$ cat config.mk
export PLATFORM = sky130hd
export DESIGN_NAME = z80_inta_responder
export DESIGN_NICKNAME = d
export VERILOG_FILES = /design/src/rtl/z80_inta_responder_pkg.sv /design/src/rtl/z80_inta_responder_bus_sync.sv /design/src/rtl/z80_inta_responder.sv
export SDC_FILE = /design/constraint.sdc
export NUM_CORES = 1
export LEC_CHECK = 0
export CAP_MARGIN = 20
export CORE_ASPECT_RATIO = 1.5
export CORE_MARGIN = 2
export CORE_UTILIZATION = 65
export DETAILED_ROUTE_END_ITERATION = 7
export DONT_BUFFER_PORTS = 1
export GPL_TIMING_DRIVEN = 0
export PLACE_DENSITY = 0.85
export SETUP_SLACK_MARGIN = 0.2
export SYNTH_ARGS = -nofsm -noshare
export SYNTH_HDL_FRONTEND = slang
export SYNTH_HIERARCHICAL = 1
export SYNTH_SLANG_ARGS = --single-unit
$ cat constraint.sdc
create_clock -name pll0_250MHz -period 2.7 [get_ports pll0_250MHz]
set_clock_uncertainty 0.05 [all_clocks]
set_input_delay 0.405 -clock pll0_250MHz [delete_from_list [all_inputs] [get_ports pll0_250MHz]]
set_output_delay 0.405 -clock pll0_250MHz [all_outputs]
set_load 0.02 [all_outputs]
$ cat src/rtl/z80_inta_responder_pkg.sv
// Shared types and constants for the Z80 mode-0 interrupt-acknowledge responder.
package z80_inta_responder_pkg;

  typedef enum logic [2:0] {
    IDLE,
    REQ,
    ACK,
    HOLD,
    REARM
  } state_e;

  localparam logic [7:0] RST_BASE     = 8'hC7;
  localparam logic [7:0] SPURIOUS_VEC = 8'h38;

  // RST vectors are multiples of 8, so bits [5:3] pick the source.
  function automatic logic [2:0] vec_index(input logic [7:0] vec);
    return vec[5:3];
  endfunction

endpackage

$ cat src/rtl/z80_inta_responder_bus_sync.sv
// Multi-stage synchronizer for asynchronous Z80 bus strobes.
module z80_inta_responder_bus_sync
  import z80_inta_responder_pkg::*;
#(
  parameter int   STAGES  = 2,
  parameter logic RST_VAL = 1'b1
) (
  input  logic clk_i,
  input  logic rst_i,
  input  logic d_i,
  output logic q_o
);

  logic [STAGES-1:0] sync_q;

  always_ff @(posedge clk_i) begin
    if (rst_i) begin
      sync_q <= {STAGES{RST_VAL}};
    end else begin
      sync_q <= {sync_q[STAGES-2:0], d_i};
    end
  end

  assign q_o = sync_q[STAGES-1];

endmodule

$ cat src/rtl/z80_inta_responder.sv
// Z80 mode-0 INTA responder: drives /INT, answers INTA with an RST opcode and a one-hot ack.
// Optional spurious-INTA counter is built when SPURIOUS_CNT_EN is defined.
module z80_inta_responder
  import z80_inta_responder_pkg::*;
#(
  parameter int SYNC_STAGES  = 2,
  parameter int REARM_CYCLES = 8
) (
  input  logic       pll0_250MHz,
  input  logic       reset,
  input  logic [7:0] int_vec,
  input  logic       ints_gs,
  input  logic       cpu_m1_n,
  input  logic       cpu_iorq_n,
  output logic       cpu_int_n,
  output logic [7:0] dout,
  output logic       dout_oe,
  output logic [7:0] ack,
  output logic       busy
`ifdef SPURIOUS_CNT_EN
  ,
  output logic [7:0] spur_cnt
`endif
);

  logic   m1_s, iorq_s, inta_s;
  state_e state_q;
  logic   int_n_q, oe_q;
  logic [7:0] dout_q, ack_q, rearm_q;
`ifdef SPURIOUS_CNT_EN
  logic [7:0] spur_q;
`endif

  z80_inta_responder_bus_sync #(.STAGES(SYNC_STAGES), .RST_VAL(1'b1)) u_sync_m1 (
    .clk_i (pll0_250MHz),
    .rst_i (reset),
    .d_i   (cpu_m1_n),
    .q_o   (m1_s)
  );

  z80_inta_responder_bus_sync #(.STAGES(SYNC_STAGES), .RST_VAL(1'b1)) u_sync_iorq (
    .clk_i (pll0_250MHz),
    .rst_i (reset),
    .d_i   (cpu_iorq_n),
    .q_o   (iorq_s)
  );

  assign inta_s = ~m1_s & ~iorq_s;

  always_ff @(posedge pll0_250MHz) begin
    if (reset) begin
      state_q <= IDLE;
      int_n_q <= 1'b1;
      dout_q  <= 8'h00;
      oe_q    <= 1'b0;
      ack_q   <= 8'h00;
      rearm_q <= 8'h00;
`ifdef SPURIOUS_CNT_EN
      spur_q  <= 8'h00;
`endif
    end else begin
      ack_q <= 8'h00;
      case (state_q)
        IDLE, REARM: begin
          if (inta_s) begin
            // Nobody of ours asked: answer RST 38h and acknowledge no source.
            state_q <= ACK;
            dout_q  <= RST_BASE | SPURIOUS_VEC;
            oe_q    <= 1'b1;
            int_n_q <= 1'b1;
            rearm_q <= 8'h00;
`ifdef SPURIOUS_CNT_EN
            if (spur_q != 8'hFF) spur_q <= spur_q + 8'd1;
`endif
          end else if (state_q == IDLE) begin
            if (!ints_gs) begin
              state_q <= REQ;
              int_n_q <= 1'b0;
            end
          end else if (rearm_q <= 8'd1) begin
            state_q <= IDLE;
            rearm_q <= 8'h00;
          end else begin
            rearm_q <= rearm_q - 8'd1;
          end
        end
        REQ: begin
          if (inta_s) begin
            state_q <= ACK;
            dout_q  <= RST_BASE | (int_vec & SPURIOUS_VEC);
            oe_q    <= 1'b1;
            int_n_q <= 1'b1;
            ack_q   <= 8'h01 << vec_index(int_vec);
          end else if (ints_gs) begin
            state_q <= IDLE;
            int_n_q <= 1'b1;
          end
        end
        ACK: begin
          state_q <= HOLD;
        end
        HOLD: begin
          if (iorq_s) begin
            state_q <= REARM;
            oe_q    <= 1'b0;
            dout_q  <= 8'h00;
            rearm_q <= 8'(REARM_CYCLES);
          end
        end
        default: begin
          state_q <= IDLE;
          int_n_q <= 1'b1;
          oe_q    <= 1'b0;
          dout_q  <= 8'h00;
        end
      endcase
    end
  end

  assign cpu_int_n = int_n_q;
  assign dout      = dout_q;
  assign dout_oe   = oe_q;
  assign ack       = ack_q;
  assign busy      = (state_q != IDLE);
`ifdef SPURIOUS_CNT_EN
  assign spur_cnt  = spur_q;
`endif

endmodule
==> summary.txt, run 1 <==
Global route
  – Largest net degree at the start of global routing: 11
  – Vias in the first global route: 1117
  – Remaining global-route overflow: 0
  – GRT Total Usage: 27.70%
  – Global-route wire length before repair: 4464 um
  – Initial antenna violation count: 0

CTS
  – Post-CTS Setup Inserts: 0
  – Clk slew on worst S/H paths: 90 ps
  – CTS tree: yes
  – Num CTS Buffers: 5
  – CTS root buf: clkbuf_4
  – H-tree Lvls: 2
  – Hold buffer count at CTS: 0
  – Buffer depth of the longest clock path: 2
  – CTS Sinks: 29
  – Worst-Skew Late Latency: 330 ps
  – Resized Gates After CTS: 0

Routing
  – Via/cell ratio: 6.311
  – Drt pass-1 iters: 4
  – First DRT Iteration DRCs: 21
  – Drc violations: 0
  – Via Count: 1117
  – DR WL/cell: 15.23 um
  – Post-DRT Antenna Nets: 0
  – Post-Route WL: 2695 um

Critical path
  – R2r startpoint: rearm_q[0]$_SDFFE_PP0P_
  – Critical Path RT: 2870 ps
  – Critical Path Sink Type: register
  – Crit-path cells: inv_1 -> ha_1 -> nor2_1 -> or4b_1 -> buf_2 -> a31oi_1 -> o22ai_1
  – Slowest-stage cell, CP: or4b_1
  – Setup CP Type: reg2reg
  – Largest delay share family, worst path: simple AND/OR/NAND/NOR gates
  – FF-to-FF path depth: 7
  – Crit start category: register
  – R2R setup slack: 790 ps
  – Crit-path max cell delay: 460 ps
  – Critical path fanouts, max: 7
  – Crit path buffers/inverters: 2
  – RR Endpoint: rearm_q[4]$_SDFFE_PP0P_
  – Critical Path AT: 2070 ps

Synth
  – Avg Cell Area, Syn: 8.691 um^2
  – Synth warn: 6
  – Largest family of logic cells by synthesized area: simple AND/OR/NAND/NOR gates
  – Compound-Gate Fraction of Synth Area: 20.33%
  – Seq/Total Area, Yosys: 45.14%
  – Synth unique cells: 41
  – Synthesized flop and latch total: 29
  – Area of the mapped netlist: 0.001286 mm^2
  – Syn Inst Count: 148
  – Post-Synth XOR/XNOR Area: 0%
  – Post-Syn Nets: 163
  – Post-synthesis mux area share: 0.7782%
  – Post-Synth Simple-Gate Area: 25.49%
  – Most frequently used flop master after synthesis: dfxtp_1
  – Post-synth EDFFs: 0
  – Adder-Cell Fraction of Synth Area: 1.946%
  – Async set or reset register ratio after synthesis: 0%

Die
  – Io pins: 32
  – Die width: 40.32 um
  – Core ar.: 0.001854 mm^2
  – Initial Util: 69.37%
  – Die area: 0.002358 mm^2
  – Row cnt: 19
  – Die Span Y: 58.48 um

Run
  – Max_cap viols: 0

Cells and area
  – Ratio of cells with drive above 1 in the final layout: 10.26%
  – Antenna diode count: 0
  – Layout area overhead: 8.658%
  – NumNets Final: 170

Timing
  – Fin. max-slew vios: 0
  – Setup TNS Final: 0 ps
  – Relative slew slack: 59.16%
  – RSZ-0062 raised after global routing: no
  – Period utilisation layout: 70.57%
  – Min Clock Period, post-route: 1905 ps
  – Worst-Margin Slew: 610.3 ps
  – Fin. Hold Viols: 0
  – # setup viols final: 0
  – Setup slack after layout: 794.6 ps
  – Peak Freq: 524.8 MHz

Place
  – Placer congestion estimate: 0.8593
  – IO buf count: 0
  – Dpl hpwl: 2001 um
  – Setup slack after placement: 841.2 ps

Power
  – PwrDens: 611.1 mW/mm^2
  – Leakage: 0.5310 nW
  – VDD IR max: 0.0004682 V

Min path
  – Hold path cells: 1
  – Hold endpoint: ack[0]$_SDFF_PP0_
  – Hold Crit Class: in2reg
  – Hold_sp: int_vec[3]

Run status
  – Status: finished, final reports clean
==> flip-flops by register name, summed over array words and instances (netlist names) <==
register / flops
ack: 8
rearm_q: 8
dout_oe: 1
state_q: 3
u_sync_iorq/sync_q: 2
cpu_int_n: 1
u_sync_m1/sync_q: 2
dout: 4
==> final cells by class <==
class	count	area, um^2
buffer	11	58.81
tap	21	26.28
inverter	6	22.52
clock inverter	1	30.03
clock buffer	7	55.05
multi-input combinational	102	624.3
sequential	29	580.6
fill	139	456.7
==> where the power goes <==
group          internal, mW  switching (mW)
clock                 0.221           0.143
sequential            0.435         0.00769
combinational        0.0168          0.0305
==> worst max path at each step <==
stage                             from  slack (ps)  cells past startpoint                       to
4_1_cts        rearm_q[0]$_SDFFE_PP0P_         830                      7  rearm_q[4]$_SDFFE_PP0P_
3_5_place_dp   rearm_q[0]$_SDFFE_PP0P_         840                      7  rearm_q[4]$_SDFFE_PP0P_
5_1_grt        rearm_q[0]$_SDFFE_PP0P_         720                      7  rearm_q[4]$_SDFFE_PP0P_
2_1_floorplan  rearm_q[0]$_SDFFE_PP0P_        1000                      7  rearm_q[2]$_SDFFE_PP0P_
3_3_place_gp   rearm_q[0]$_SDFFE_PP0P_         880                      7  rearm_q[2]$_SDFFE_PP0P_
6_report       rearm_q[0]$_SDFFE_PP0P_         790                      7  rearm_q[4]$_SDFFE_PP0P_
==> synth_stat cells (2+ instances only) <==
| library cell | n | area share (%) |
|---|---|---|
| dfxtp_1 | 29 | 45 |
| a21oi_1 | 12 | 4.7 |
| nor2b_1 | 3 | 1.5 |
| nand3_1 | 3 | 1.2 |
| o21bai_1 | 3 | 1.8 |
| clkbuf_1 | 5 | 1.5 |
| nand4_1 | 2 | 0.97 |
| or3_1 | 2 | 0.97 |
| a31oi_1 | 2 | 0.97 |
| a211oi_1 | 6 | 3.5 |
| or2_1 | 5 | 2.4 |
| nor3_1 | 11 | 4.3 |
| nand2b_1 | 2 | 0.97 |
| nor2_1 | 13 | 3.8 |
| buf_2 | 2 | 0.78 |
| buf_4 | 4 | 2.3 |
| inv_1 | 6 | 1.8 |
| o21ai_1 | 2 | 0.78 |
| o41ai_1 | 2 | 1.4 |
| ha_1 | 2 | 1.9 |
| nand2_1 | 12 | 3.5 |
==> through the flow <==
stage	util [%]	instance area, um^2	instances	hold slack [ps]	power, mW
after global routing	75.37	1398	177	88.61	0.8797
after global placement	70.78	1313	169	338.0	0.4974
after floorplan	-	1286	148	333.2	0.4893
final	75.37	1398	177	93.36	0.8541
after detailed placement	70.78	1313	169	343.9	0.4994
after CTS	75.37	1398	177	88.03	0.8588
==> layout by cell type (no fill, tap or decap), types with 2 or more instances in the layout <==
| cell | count |
|---|---|
| buf_4 | 4 |
| nand4_1 | 2 |
| nor2_1 | 13 |
| o21bai_1 | 3 |
| or3_1 | 2 |
| clkbuf_4 | 5 |
| nor2b_1 | 3 |
| nand2_1 | 12 |
| or2_1 | 5 |
| a21oi_1 | 12 |
| o21ai_1 | 2 |
| nand2b_1 | 2 |
| nand3_1 | 3 |
| nor3_1 | 11 |
| a211oi_1 | 6 |
| o41ai_1 | 2 |
| clkbuf_1 | 6 |
| dfxtp_1 | 29 |
| ha_1 | 2 |
| buf_2 | 2 |
| inv_1 | 6 |
| a31oi_1 | 2 |
==> kinds of logic (layout without fill, tap and decap cells) <==
family          after synthesis  after routing
fa+ha+maj                     2              2
flops                        29             29
mux                           1              1
compound gates               37             37
buf+inv                      17             25
simple gates                 62             62
==> routing by layer <==
metal / up-vias / track usage (%) / share of wire [%]
li1: 546 / - / -
met1: 530 / 25.43 / 36
met2: 31 / 49.43 / 56
met3: 10 / 7.547 / 4.2
met4: 0 / 16.67 / 2.9
met5: - / 0 / 0
Note: power is estimated with default switching activity, not from simulation.
==> run 2: changes to the inputs <==
--- a/config.mk
+++ b/config.mk
@@ -8,11 +8,11 @@
 export CAP_MARGIN = 20
 export CORE_ASPECT_RATIO = 1.5
 export CORE_MARGIN = 2
-export CORE_UTILIZATION = 65
+export CORE_UTILIZATION = 54
 export DETAILED_ROUTE_END_ITERATION = 7
 export DONT_BUFFER_PORTS = 1
 export GPL_TIMING_DRIVEN = 0
-export PLACE_DENSITY = 0.85
+export PLACE_DENSITY = 0.76
 export SETUP_SLACK_MARGIN = 0.2
 export SYNTH_ARGS = -nofsm -noshare
 export SYNTH_HDL_FRONTEND = slang
==> constraint.sdc (replaced) <==
create_clock -name pll0_250MHz -period 1.73 [get_ports pll0_250MHz]
set_clock_uncertainty 0.05 [all_clocks]
set_input_delay 0.2595 -clock pll0_250MHz [delete_from_list [all_inputs] [get_ports pll0_250MHz]]
set_output_delay 0.2595 -clock pll0_250MHz [all_outputs]
set_load 0.02 [all_outputs]
==> run 2 against run 1 <==
Cell area up 21%. Register-to-register slack worse by 710 ps. Global-route usage fell by 0.76 points. Sequential share of layout area shrank 6.3 points. Core utilization rose by 0.48 points. Highest routed layer unchanged. Largest cell class unchanged. Final cell count rose by 11%. Hold slack got worse by 52 ps. Non-clock buffer count up 18. Routed wire length increased by 22%. Fmax is 16% higher. Combinational power increased by 140%. Count of clock-buffer cells in the layout shrank 1.
==> summary.txt, run 2 (synthesized netlist as in run 1, its figures left out) <==
Critical path
  – Critical path fanouts, max: 7 (unchanged)
  – R2r startpoint: rearm_q[3]$_SDFFE_PP0P_ (was rearm_q[0]$_SDFFE_PP0P_)
  – Critical Path Source: rearm_q[3]$_SDFFE_PP0P_ (was rearm_q[0]$_SDFFE_PP0P_)
  – RR Endpoint: rearm_q[4]$_SDFFE_PP0P_ (unchanged)
  – R2R setup slack: 80 ps (was 790 ps)
  – FF-to-FF path depth: 5 (was 7)
  – Crit start category: register (unchanged)
  – Setup CP Type: reg2reg (unchanged)
  – Critical Path AT: 1820 ps (was 2070 ps)
  – Critical Path Sink Type: register (unchanged)
  – Critical Path RT: 1910 ps (was 2870 ps)

Die
  – Core ar.: 0.002233 mm^2 (was 0.001854 mm^2)
  – Die Span Y: 63.77 um (was 58.48 um)
  – Initial Util: 57.59% (was 69.37%)
  – Row cnt: 21 (was 19)
  – Die width: 43.85 um (was 40.32 um)
  – Die area: 0.002796 mm^2 (was 0.002358 mm^2)
  – Io pins: 32 (unchanged)

Run
  – Max_cap viols: 0 (unchanged)

Cells and area
  – Util after Layout: 75.85% (was 75.37%)
  – Ratio of cells with drive above 1 in the final layout: 31.03% (was 10.26%)
  – Final instance area: 0.001694 mm^2 (was 0.001398 mm^2)
  – Antenna diode count: 0 (unchanged)
  – Layout area overhead: 31.71% (was 8.658%)
  – NumNets Final: 188 (was 170)
  – Most frequent cells in the layout: dfxtp_1 (22), buf_4 (17), nor2_1 (12), nand2_1 (12), a21oi_1 (11) (was dfxtp_1 (29), nor2_1 (13), nand2_1 (12), a21oi_1 (12), nor3_1 (11))
  – Most common cell after layout, fill and taps aside: dfxtp_1 (unchanged)
  – Final cell count without fillers: 197 (was 177)

Power
  – Leakage: 0.6526 nW (was 0.5310 nW)
  – VDD IR max: 0.0009379 V (was 0.0004682 V)
  – Share of power burned in registers: 49.5% (was 51.8%)
  – Sw Ratio: 22.90% (was 21.27%)
  – PwrDens: 819.7 mW/mm^2 (was 611.1 mW/mm^2)
  – Clock Power Share: 42.2% (was 42.7%)
  – Net Switching: 0.3180 mW (was 0.1817 mW)
  – Combinational share of power: 8.3% (was 5.5%)
  – Cell Int Power: 1.071 mW (was 0.6724 mW)

Place
  – IO buf count: 0 (unchanged)
  – Dpl hpwl: 2061 um (was 2001 um)
  – Placed Instances: 171 (was 169)
  – Cell area after placement: 0.001345 mm^2 (was 0.001313 mm^2)
  – Setup slack after placement: 2.621 ps (was 841.2 ps)
  – Placer congestion estimate: 0.8930 (was 0.8593)

Timing
  – Fin. Hold Viols: 0 (unchanged)
  – Fin. max-slew vios: 0 (unchanged)
  – # setup viols final: 0 (unchanged)
  – Relative slew slack: 66.45% (was 59.16%)
  – Worst-Margin Slew: 503.3 ps (was 610.3 ps)
  – RSZ-0062 raised after global routing: yes (was no)
  – Setup slack after layout: 80.40 ps (was 794.6 ps)
  – Peak Freq: 606.2 MHz (was 524.8 MHz)
  – Setup TNS Final: 0 ps (unchanged)
  – Period utilisation layout: 95.35% (was 70.57%)
  – Min Clock Period, post-route: 1650 ps (was 1905 ps)

CTS
  – CTS tree: yes (unchanged)
  – H-tree Lvls: 2 (unchanged)
  – Worst-Skew Late Latency: 340 ps (was 330 ps)
  – CTS Sinks: 29 (unchanged)
  – Clk slew on worst S/H paths: 90 ps (about the same)
  – CTS root buf: clkbuf_4 (unchanged)
  – Num CTS Buffers: 5 (unchanged)
  – Buffer depth of the longest clock path: 2 (unchanged)

Run status
  – Status: finished, final reports clean (unchanged)

Routing
  – DR WL/cell: 16.65 um (was 15.23 um)
  – Post-Route WL: 3281 um (was 2695 um)
  – First DRT Iteration DRCs: 26 (was 21)
  – Via/cell ratio: 6.274 (was 6.311)
  – Via Count: 1236 (was 1117)
  – Drc violations: 0 (unchanged)
  – Drt pass-1 iters: 4 (unchanged)
  – Post-DRT Antenna Nets: 0 (unchanged)

Min path
  – Hold endpoint: ack[5]$_SDFF_PP0_ (was ack[0]$_SDFF_PP0_)
  – Hold Crit Class: in2reg (unchanged)
  – Hold path cells: 2 (was 1)
  – Hold_sp: int_vec[3] (unchanged)

Global route
  – Initial antenna violation count: 0 (unchanged)
  – Largest net degree at the start of global routing: 11 (unchanged)
  – GRT Total Usage: 26.94% (was 27.70%)
  – Remaining global-route overflow: 0 (unchanged)
  – Global-route wire length before repair: 5651 um (was 4464 um)
  – Vias in the first global route: 1340 (was 1117)
-- run 2: cell types whose count changed in the layout (fill, tap and decap cells not counted), sizes merged --
| cell | previous run | this run |
|---|---|---|
| clkinvlp | 0 | 1 |
| buf | 6 | 21 |
| dlygate4sd3 | 0 | 5 |
| clkbuf | 12 | 9 |
-- run 2: critical path: stages (launching register included) --
cell and delay, ps:
dfxtp_4 380, nor4_4 260, or4b_4 490, buf_6 160
a31oi_1 120, o22ai_1 80
-- run 2: repair_timing --
action / CTS / global route
gates resized for setup: 25 / 8
setup endpoints to repair: 19 / 13
cloned: 0 / 1
buffers inserted: 8 / 4
pin swaps: 3 / 3
hold buffers: 5 / 0
hold endpoints to repair: 6 / 0
-- run 2: how the worst max path moves through the flow --
stage | to | cells after the start
after CTS | rearm_q[2]$_SDFFE_PP0P_ | 5
after global placement | rearm_q[7]$_SDFFE_PP0P_ | 5
after detailed placement | rearm_q[7]$_SDFFE_PP0P_ | 5
final | rearm_q[4]$_SDFFE_PP0P_ | 5
after global routing | rearm_q[4]$_SDFFE_PP0P_ | 5
after floorplan | rearm_q[2]$_SDFFE_PP0P_ | 5
-- run 2: area by class of cell --
class	instances	area, um^2
multi-input combinational	102	715.7
inverter	6	22.52
buffer	11	96.34
fill	150	539.3
clock inverter	2	37.54
timing repair buffer	18	145.1
clock buffer	6	51.30
tap	23	28.78
sequential	29	596.8
-- run 2: stage by stage --
step	total power, mW	hold slack [ps]
floorplan	0.7655	286.3
global placement	0.7784	288.3
detailed placement	0.7812	295.4
CTS	1.383	0.4367
global route	1.441	28.15
finish	1.389	40.96
-- run 2: routing by layer --
layer / GRT usage [%] / wire (um)
met1: 25.68 / 1123
met2: 47.61 / 1903
met3: 9.040 / 169
met4: 15.53 / 85
met5: 0 / 0
-- run 2: power groups by stage --
stage	Combinational, mW	Clock, mW	Sequential, mW
CTS	0.0972	0.598	0.688
global route	0.123	0.629	0.690
floorplan	0.0611	0	0.704
detailed placement	0.0749	0	0.706
global placement	0.0723	0	0.706
finish	0.115	0.586	0.688
==> run 3: changes to the inputs <==
--- a/config.mk
+++ b/config.mk
@@ -14,6 +14,7 @@
 export GPL_TIMING_DRIVEN = 0
 export PLACE_DENSITY = 0.76
 export SETUP_SLACK_MARGIN = 0.2
+export SLEW_MARGIN = 20
 export SYNTH_ARGS = -nofsm -noshare
 export SYNTH_HDL_FRONTEND = slang
 export SYNTH_HIERARCHICAL = 1
==> results of run 3 <==
The final DEF is identical to that of run 2; final timing and power are the same.
